[config.mk]
export PLATFORM = sky130hd
export DESIGN_NAME = stack_ctrl
export DESIGN_NICKNAME = d
export VERILOG_FILES = /design/src/rtl/stack_ctrl_pkg.sv /design/src/rtl/stack_ctrl.sv
export SDC_FILE = /design/constraint.sdc
export NUM_CORES = 1
export LEC_CHECK = 0
export ABC_AREA = 0
export CAP_MARGIN = 20
export CORE_MARGIN = 5
export CORE_UTILIZATION = 35
export DETAILED_ROUTE_END_ITERATION = 6
export HOLD_SLACK_MARGIN = 0.03
export PLACE_DENSITY = 0.7
export RECOVER_POWER = 50
export SYNTH_ARGS = -nofsm -noshare
export SYNTH_HDL_FRONTEND = slang
export SYNTH_SLANG_ARGS = --single-unit
[constraint.sdc]
create_clock -name clk -period 5.5 [get_ports clk]
set_clock_uncertainty 0.05 [all_clocks]
set_input_delay 1.375 -clock clk [delete_from_list [all_inputs] [get_ports clk]]
set_output_delay 1.375 -clock clk [all_outputs]
set_load 0.05 [all_outputs]
[src/rtl/stack_ctrl_pkg.sv]
// Shared types and default geometry for the stack sequencer.
//   stack_op_t : decoder request opcodes
//   state_t    : sequencer FSM states
//   fault_t    : sticky fault codes
package stack_ctrl_pkg;

  localparam int unsigned DW_DEF       = 16;
  localparam int unsigned AW_DEF       = 10;
  localparam int unsigned SP_TOP_DEF   = 32'h3FF;
  localparam int unsigned SP_LIMIT_DEF = 32'h300;

  typedef enum logic [2:0] {
    OP_NOP  = 3'd0,
    OP_PUSH = 3'd1,
    OP_POP  = 3'd2,
    OP_CALL = 3'd3,
    OP_RET  = 3'd4,
    OP_LDSP = 3'd5
  } stack_op_t;

  typedef enum logic [2:0] {
    ST_IDLE  = 3'd0,
    ST_WRITE = 3'd1,
    ST_INC   = 3'd2,
    ST_READ  = 3'd3,
    ST_RESP  = 3'd4,
    ST_FAULT = 3'd5
  } state_t;

  typedef enum logic [1:0] {
    FLT_NONE      = 2'd0,
    FLT_OVERFLOW  = 2'd1,
    FLT_UNDERFLOW = 2'd2
  } fault_t;

endpackage

[src/rtl/stack_ctrl.sv]
// Stack sequencer: turns PUSH/POP/CALL/RET/LDSP requests into stack-pointer
// strobes and stack-RAM accesses. The stack grows down; SP names the next free
// slot (write-then-decrement, increment-then-read).
// Ports:
//   clk, rst                 clock, async active-high reset
//   req_*                    decoder request channel (valid/ready)
//   sp_val / sp_inc,dec,load,din  stack pointer readback and control
//   mem_*                    stack RAM port, read data one cycle after mem_re
//   rsp_*                    POP/RET result channel (valid/ready)
//   fault, fault_code, fault_clr  sticky overflow/underflow reporting
module stack_ctrl
  import stack_ctrl_pkg::*;
#(
  parameter int unsigned DW       = DW_DEF,
  parameter int unsigned AW       = AW_DEF,
  parameter int unsigned SP_TOP   = SP_TOP_DEF,
  parameter int unsigned SP_LIMIT = SP_LIMIT_DEF
) (
  input  logic          clk,
  input  logic          rst,
  input  logic          req_valid,
  output logic          req_ready,
  input  stack_op_t     req_op,
  input  logic [DW-1:0] req_data,
  input  logic [AW-1:0] req_pc,
  input  logic [AW-1:0] sp_val,
  output logic          sp_inc,
  output logic          sp_dec,
  output logic          sp_load,
  output logic [AW-1:0] sp_din,
  output logic [AW-1:0] mem_addr,
  output logic          mem_we,
  output logic          mem_re,
  output logic [DW-1:0] mem_wdata,
  input  logic [DW-1:0] mem_rdata,
  output logic          rsp_valid,
  input  logic          rsp_ready,
  output logic [DW-1:0] rsp_data,
  output logic          rsp_ret,
  output logic          fault,
  output fault_t        fault_code,
  input  logic          fault_clr
);

  localparam logic [AW-1:0] SP_EMPTY = AW'(SP_TOP);
  localparam logic [AW-1:0] SP_FULL  = AW'(SP_LIMIT - 1);

  state_t        state_q;
  logic [DW-1:0] word_q;
  logic          is_ret_q;
  logic [AW-1:0] mem_addr_q;
  logic          mem_we_q;
  logic          mem_re_q;
  logic          sp_inc_q;
  logic          sp_dec_q;
  logic          rsp_valid_q;
  logic [DW-1:0] rsp_data_q;
  logic          rsp_cap_q;
  logic          rsp_ret_q;
  logic          fault_q;
  fault_t        fault_code_q;
  logic          accept;

  assign req_ready = (state_q == ST_IDLE);
  assign accept    = req_valid & req_ready;

  // LDSP acts in the acceptance cycle itself, so its strobe is decoded directly
  // from the request rather than registered.
  assign sp_load = accept & (req_op == OP_LDSP);
  assign sp_din  = sp_load ? req_data[AW-1:0] : '0;

  // RAM data arrives in the first RESP cycle; it is forwarded then and held
  // from the captured copy afterwards so the result stays stable.
  assign rsp_data = (state_q == ST_RESP && !rsp_cap_q) ? mem_rdata : rsp_data_q;

  assign mem_addr   = mem_addr_q;
  assign mem_we     = mem_we_q;
  assign mem_re     = mem_re_q;
  assign mem_wdata  = word_q;
  assign sp_inc     = sp_inc_q;
  assign sp_dec     = sp_dec_q;
  assign rsp_valid  = rsp_valid_q;
  assign rsp_ret    = rsp_ret_q;
  assign fault      = fault_q;
  assign fault_code = fault_code_q;

  // Sequencer FSM with registered strobes; strobes default low every cycle.
  always_ff @(posedge clk or posedge rst) begin
    if (rst) begin
      state_q      <= ST_IDLE;
      word_q       <= '0;
      is_ret_q     <= 1'b0;
      mem_addr_q   <= '0;
      mem_we_q     <= 1'b0;
      mem_re_q     <= 1'b0;
      sp_inc_q     <= 1'b0;
      sp_dec_q     <= 1'b0;
      rsp_valid_q  <= 1'b0;
      rsp_data_q   <= '0;
      rsp_cap_q    <= 1'b0;
      rsp_ret_q    <= 1'b0;
      fault_q      <= 1'b0;
      fault_code_q <= FLT_NONE;
    end else begin
      mem_we_q <= 1'b0;
      mem_re_q <= 1'b0;
      sp_inc_q <= 1'b0;
      sp_dec_q <= 1'b0;
      case (state_q)
        ST_IDLE: begin
          if (accept) begin
            case (req_op)
              OP_PUSH, OP_CALL: begin
                if (sp_val == SP_FULL) begin
                  state_q      <= ST_FAULT;
                  fault_q      <= 1'b1;
                  fault_code_q <= FLT_OVERFLOW;
                end else begin
                  word_q     <= (req_op == OP_CALL) ? DW'(req_pc) : req_data;
                  mem_addr_q <= sp_val;
                  mem_we_q   <= 1'b1;
                  sp_dec_q   <= 1'b1;
                  state_q    <= ST_WRITE;
                end
              end
              OP_POP, OP_RET: begin
                if (sp_val == SP_EMPTY) begin
                  state_q      <= ST_FAULT;
                  fault_q      <= 1'b1;
                  fault_code_q <= FLT_UNDERFLOW;
                end else begin
                  is_ret_q <= (req_op == OP_RET);
                  sp_inc_q <= 1'b1;
                  state_q  <= ST_INC;
                end
              end
              default: state_q <= ST_IDLE;
            endcase
          end
        end
        ST_WRITE: state_q <= ST_IDLE;
        ST_INC: begin
          // SP still holds the pre-increment value during this cycle.
          mem_addr_q <= AW'(sp_val + AW'(1));
          mem_re_q   <= 1'b1;
          state_q    <= ST_READ;
        end
        ST_READ: begin
          rsp_valid_q <= 1'b1;
          rsp_ret_q   <= is_ret_q;
          rsp_cap_q   <= 1'b0;
          state_q     <= ST_RESP;
        end
        ST_RESP: begin
          if (!rsp_cap_q) begin
            rsp_data_q <= mem_rdata;
            rsp_cap_q  <= 1'b1;
          end
          if (rsp_ready) begin
            rsp_valid_q <= 1'b0;
            rsp_ret_q   <= 1'b0;
            state_q     <= ST_IDLE;
          end
        end
        ST_FAULT: begin
          if (fault_clr) begin
            fault_q      <= 1'b0;
            fault_code_q <= FLT_NONE;
            state_q      <= ST_IDLE;
          end
        end
        default: state_q <= ST_IDLE;
      endcase
    end
  end

endmodule

==> metrics.md <==
| Metric | Value |
|---|---|
| Status | `finished, violations left` |
| Failing checks | `capacitance limit, slew limit` |
| Row count | `31` |
| Skew-Pair Late Insertion Delay | `0.30 ns` |
| Die Y | `97.1 um` |
| Syn Inst Count | `258` |
| N_diodes | `0` |
| Pre-CTS WS | `0.491 ns` |
| Worst-margin pin slew | `2.99 ns` |
| TritonCTS Buffers | `5` |
| Ports | `123` |
| Crit-path cells | `clkdlybuf4s50_1, nor2b_1, and4_1, and2_1, clkdlybuf4s50_1` |
| Vias | `around 2.3k` |
| CP endpoint kind | `output port` |
| Synth Net Count | `319` |
| Gp weighted congestion | `around 0.80` |
| CTS clk-pin slew, worst paths | `0.10 ns` |
| Final hold viol count | `0` |
| Setup violations, final | `0` |
| RSZ-0062 raised after global routing | `no` |
| Worst vdd ir | `0.000330 V` |
| Initial drt markers | `97` |
| Initial Util | `0.363` |
| LEAKAGE | `1.76 nW` |
| Post-DRT Antenna Nets | `0` |
| Pwr/cell area | `471 mW/mm2` |
| Levels on crit path | `5` |
| First-pass GRT wire length | `11,600 um` |
| Cts hold-fix bufs | `0` |
| EDFF count, synth | `0` |
| Initial antenna violation count | `0` |
| Maxcap violations | `1` |
| Slew margin rel. | `-0.992` |
| Buffers & Inverters on Critical Path | `2` |
| Setup CP Type | `primary input to output port` |
| XOR/XNOR Fraction of Synth Area | `0.0165` |
| Final Cycle Share | `0.904` |
| # Post-CTS Setup Buffers | `0` |
| Yosys cell types | `44` |
| Complex-gate fraction of the synthesized area | `0.103` |
| DR DRC count | `0` |
| Mux share of post-synthesis cell area | `0.127` |
| P&R area growth vs syn | `51.4%` |
| Placeable Area | `0.00733 mm2` |
| Crit-path most repeated cell | `clkdlybuf4s50_1` |
| Final Max Tran Viols | `56` |
| Post-cts sizing count | `0` |
| WP data arrival | `3.55 ns` |
| Hold-critical path depth | `2` |
| HP Class | `register to register` |
| Layout Nets | `around 440` |
| Internal reg-to-reg setup slack | `2.98 ns` |
| Final worst setup slack | `0.527 ns` |
| CTS tree | `done` |
| CTS max path bufs | `2` |
| CTS Sinks | `55` |
| Synth Warn # | `0` |
| Slowest CP cell | `clkdlybuf4s50_1` |
| Layout cells sized above 1 | `0.0640` |
| Crit path largest cell delay | `0.81 ns` |
| Vias in the first global route | `2,342` |
| Minimum clock period | `4.97 ns` |
| Req. time, crit path | `4.07 ns` |
| Simple-gate share of the synthesized area | `0.191` |
| Worst-path maximum fanout | `11` |
| Main combinational cell family by area after synthesis | `simple AND/OR/NAND/NOR gates` |
| Routed WL | `7160 um` |
| TNS Setup | `0 ns` |
| Die width | `97.1 um` |
| H-tree depth | `2` |
| F_max | `0.201 GHz` |
| Startpoint types | `primary input` |
| Adder and majority gate portion of the synthesized area | `0.00471` |
| Overall Global Routing Usage | `0.148` |
| Post-DP HPWL | `5390 um` |
| Register area share after synthesis | `0.518` |
| Most used flip-flop cell after synthesis | `dfrtp_1` |
| Syn avg cell area | `10.3 um2` |
| Delay-heaviest family, CP | `buffers and inverters` |
| Post-synthesis cell area | `0.00266 mm2` |
| Largest net degree at the start of global routing | `56` |
| Ys async rst share | `1.00` |
| Register bit total from synthesis | `55` |
| Port bufs | `122` |
| Worst r2r path cells | `6` |
| Die area | `0.00944 mm2` |
| Mean routed wirelength per cell | `about 15 um` |
| Vias/cell | `roughly 4.9` |
| TritonRoute pass-1 iters | `4` |
| GRT overflow | `0` |
| Root Driver | `clkbuf_8` |
## registers in the layout (all words and copies together), names as in the netlist, 2 cells and up
signal,flops
rsp_data_q,16
state_q,3
fault_code,2
mem_addr,10
mem_wdata,16
## worst paths after layout
check,start,end
setup / recovery,req_op[2],sp_din[1]
hold / removal,mem_wdata[11],mem_wdata[11]
setup reg to reg,state_q[1],mem_addr[5]
hold reg to reg,mem_wdata[11],mem_wdata[11]
max in group asynchronous,rst,state_q[0]
min in group asynchronous,rst,rsp_data_q[6]
## area by class of cell
| type | count | area, um2 |
|---|---|---|
| clock buffer | 5 | 68.8 |
| clock inverter | 3 | 20.0 |
| fill | 633 | 3310 |
| inverter | 9 | 33.8 |
| multi-input combinational | 180 | 1180 |
| sequential | 55 | 1380 |
| tap | 99 | 124 |
| timing repair buffer | 123 | 1220 |
## where the power goes
part / internal (mW) / switching (mW) / leakage, nW
Clock: 0.0890 / 0.133 / 0.0402
Sequential: 0.532 / 0.0916 / 0.684
Combinational: 0.356 / 0.692 / 1.03
## kinds of logic (layout without fill, tap and decap cells)
logic type,Yosys count,in the layout
flip-flops,55,55
AO/OA/AOI/OAI,45,45
multiplexers,31,31
AND/OR/NAND/NOR,98,98
XOR/XNOR,5,5
buffers and inverters,23,140
adder cells (fa/ha/maj),1,1
## synth_stat cells (all sizes together), types with 3 or more instances
cell type,number,share of area
dfrtp,55,0.52
nand2,35,0.049
mux2,19,0.082
o21ai,19,0.036
nand3,15,0.028
nor2,14,0.020
mux2i,12,0.045
a21oi,11,0.022
and2,11,0.026
inv,9,0.013
buf,7,0.014
clkbuf,7,0.014
nor3,6,0.016
and3,4,0.012
nor2b,4,0.0094
xnor2,4,0.013
a311oi,3,0.0099
o31ai,3,0.0085
## through the flow
step	instance area [um2]	cells	power (mW)	hold WS, ns	util
global route	4020	474	2.00	0.448	0.549
CTS	4030	474	1.93	0.430	0.550
detailed placement	3950	466	1.70	0.409	0.538
global placement	3950	466	1.69	0.400	0.538
finish	4020	474	1.89	0.425	0.549
floorplan	2660	258	1.33	0.431	-
## cell usage in the layout (no fill, tap or decap), types with 12 or more instances in the layout
master	Yosys	routed
clkdlybuf4s50_1	0	112
dfrtp_1	55	55
nand2_1	35	35
o21ai_0	19	19
nand3_1	15	15
nor2_1	14	14
mux2i_1	12	12
mux2_1	0	12
## per-layer routing
layer  GRT usage  share of wire  wire length, um
met5           0              0                0
met4      0.0194         0.0039               28
met1       0.181           0.44             3120
met2       0.257           0.48             3460
met3      0.0517          0.077              554
## worst min-delay path: stages, from the launching register on
cell and delay (ns):
dfrtp_1 0.35, nand2_1 0.05, nand2_1 0.05
Power figures use the tool's default switching activity.
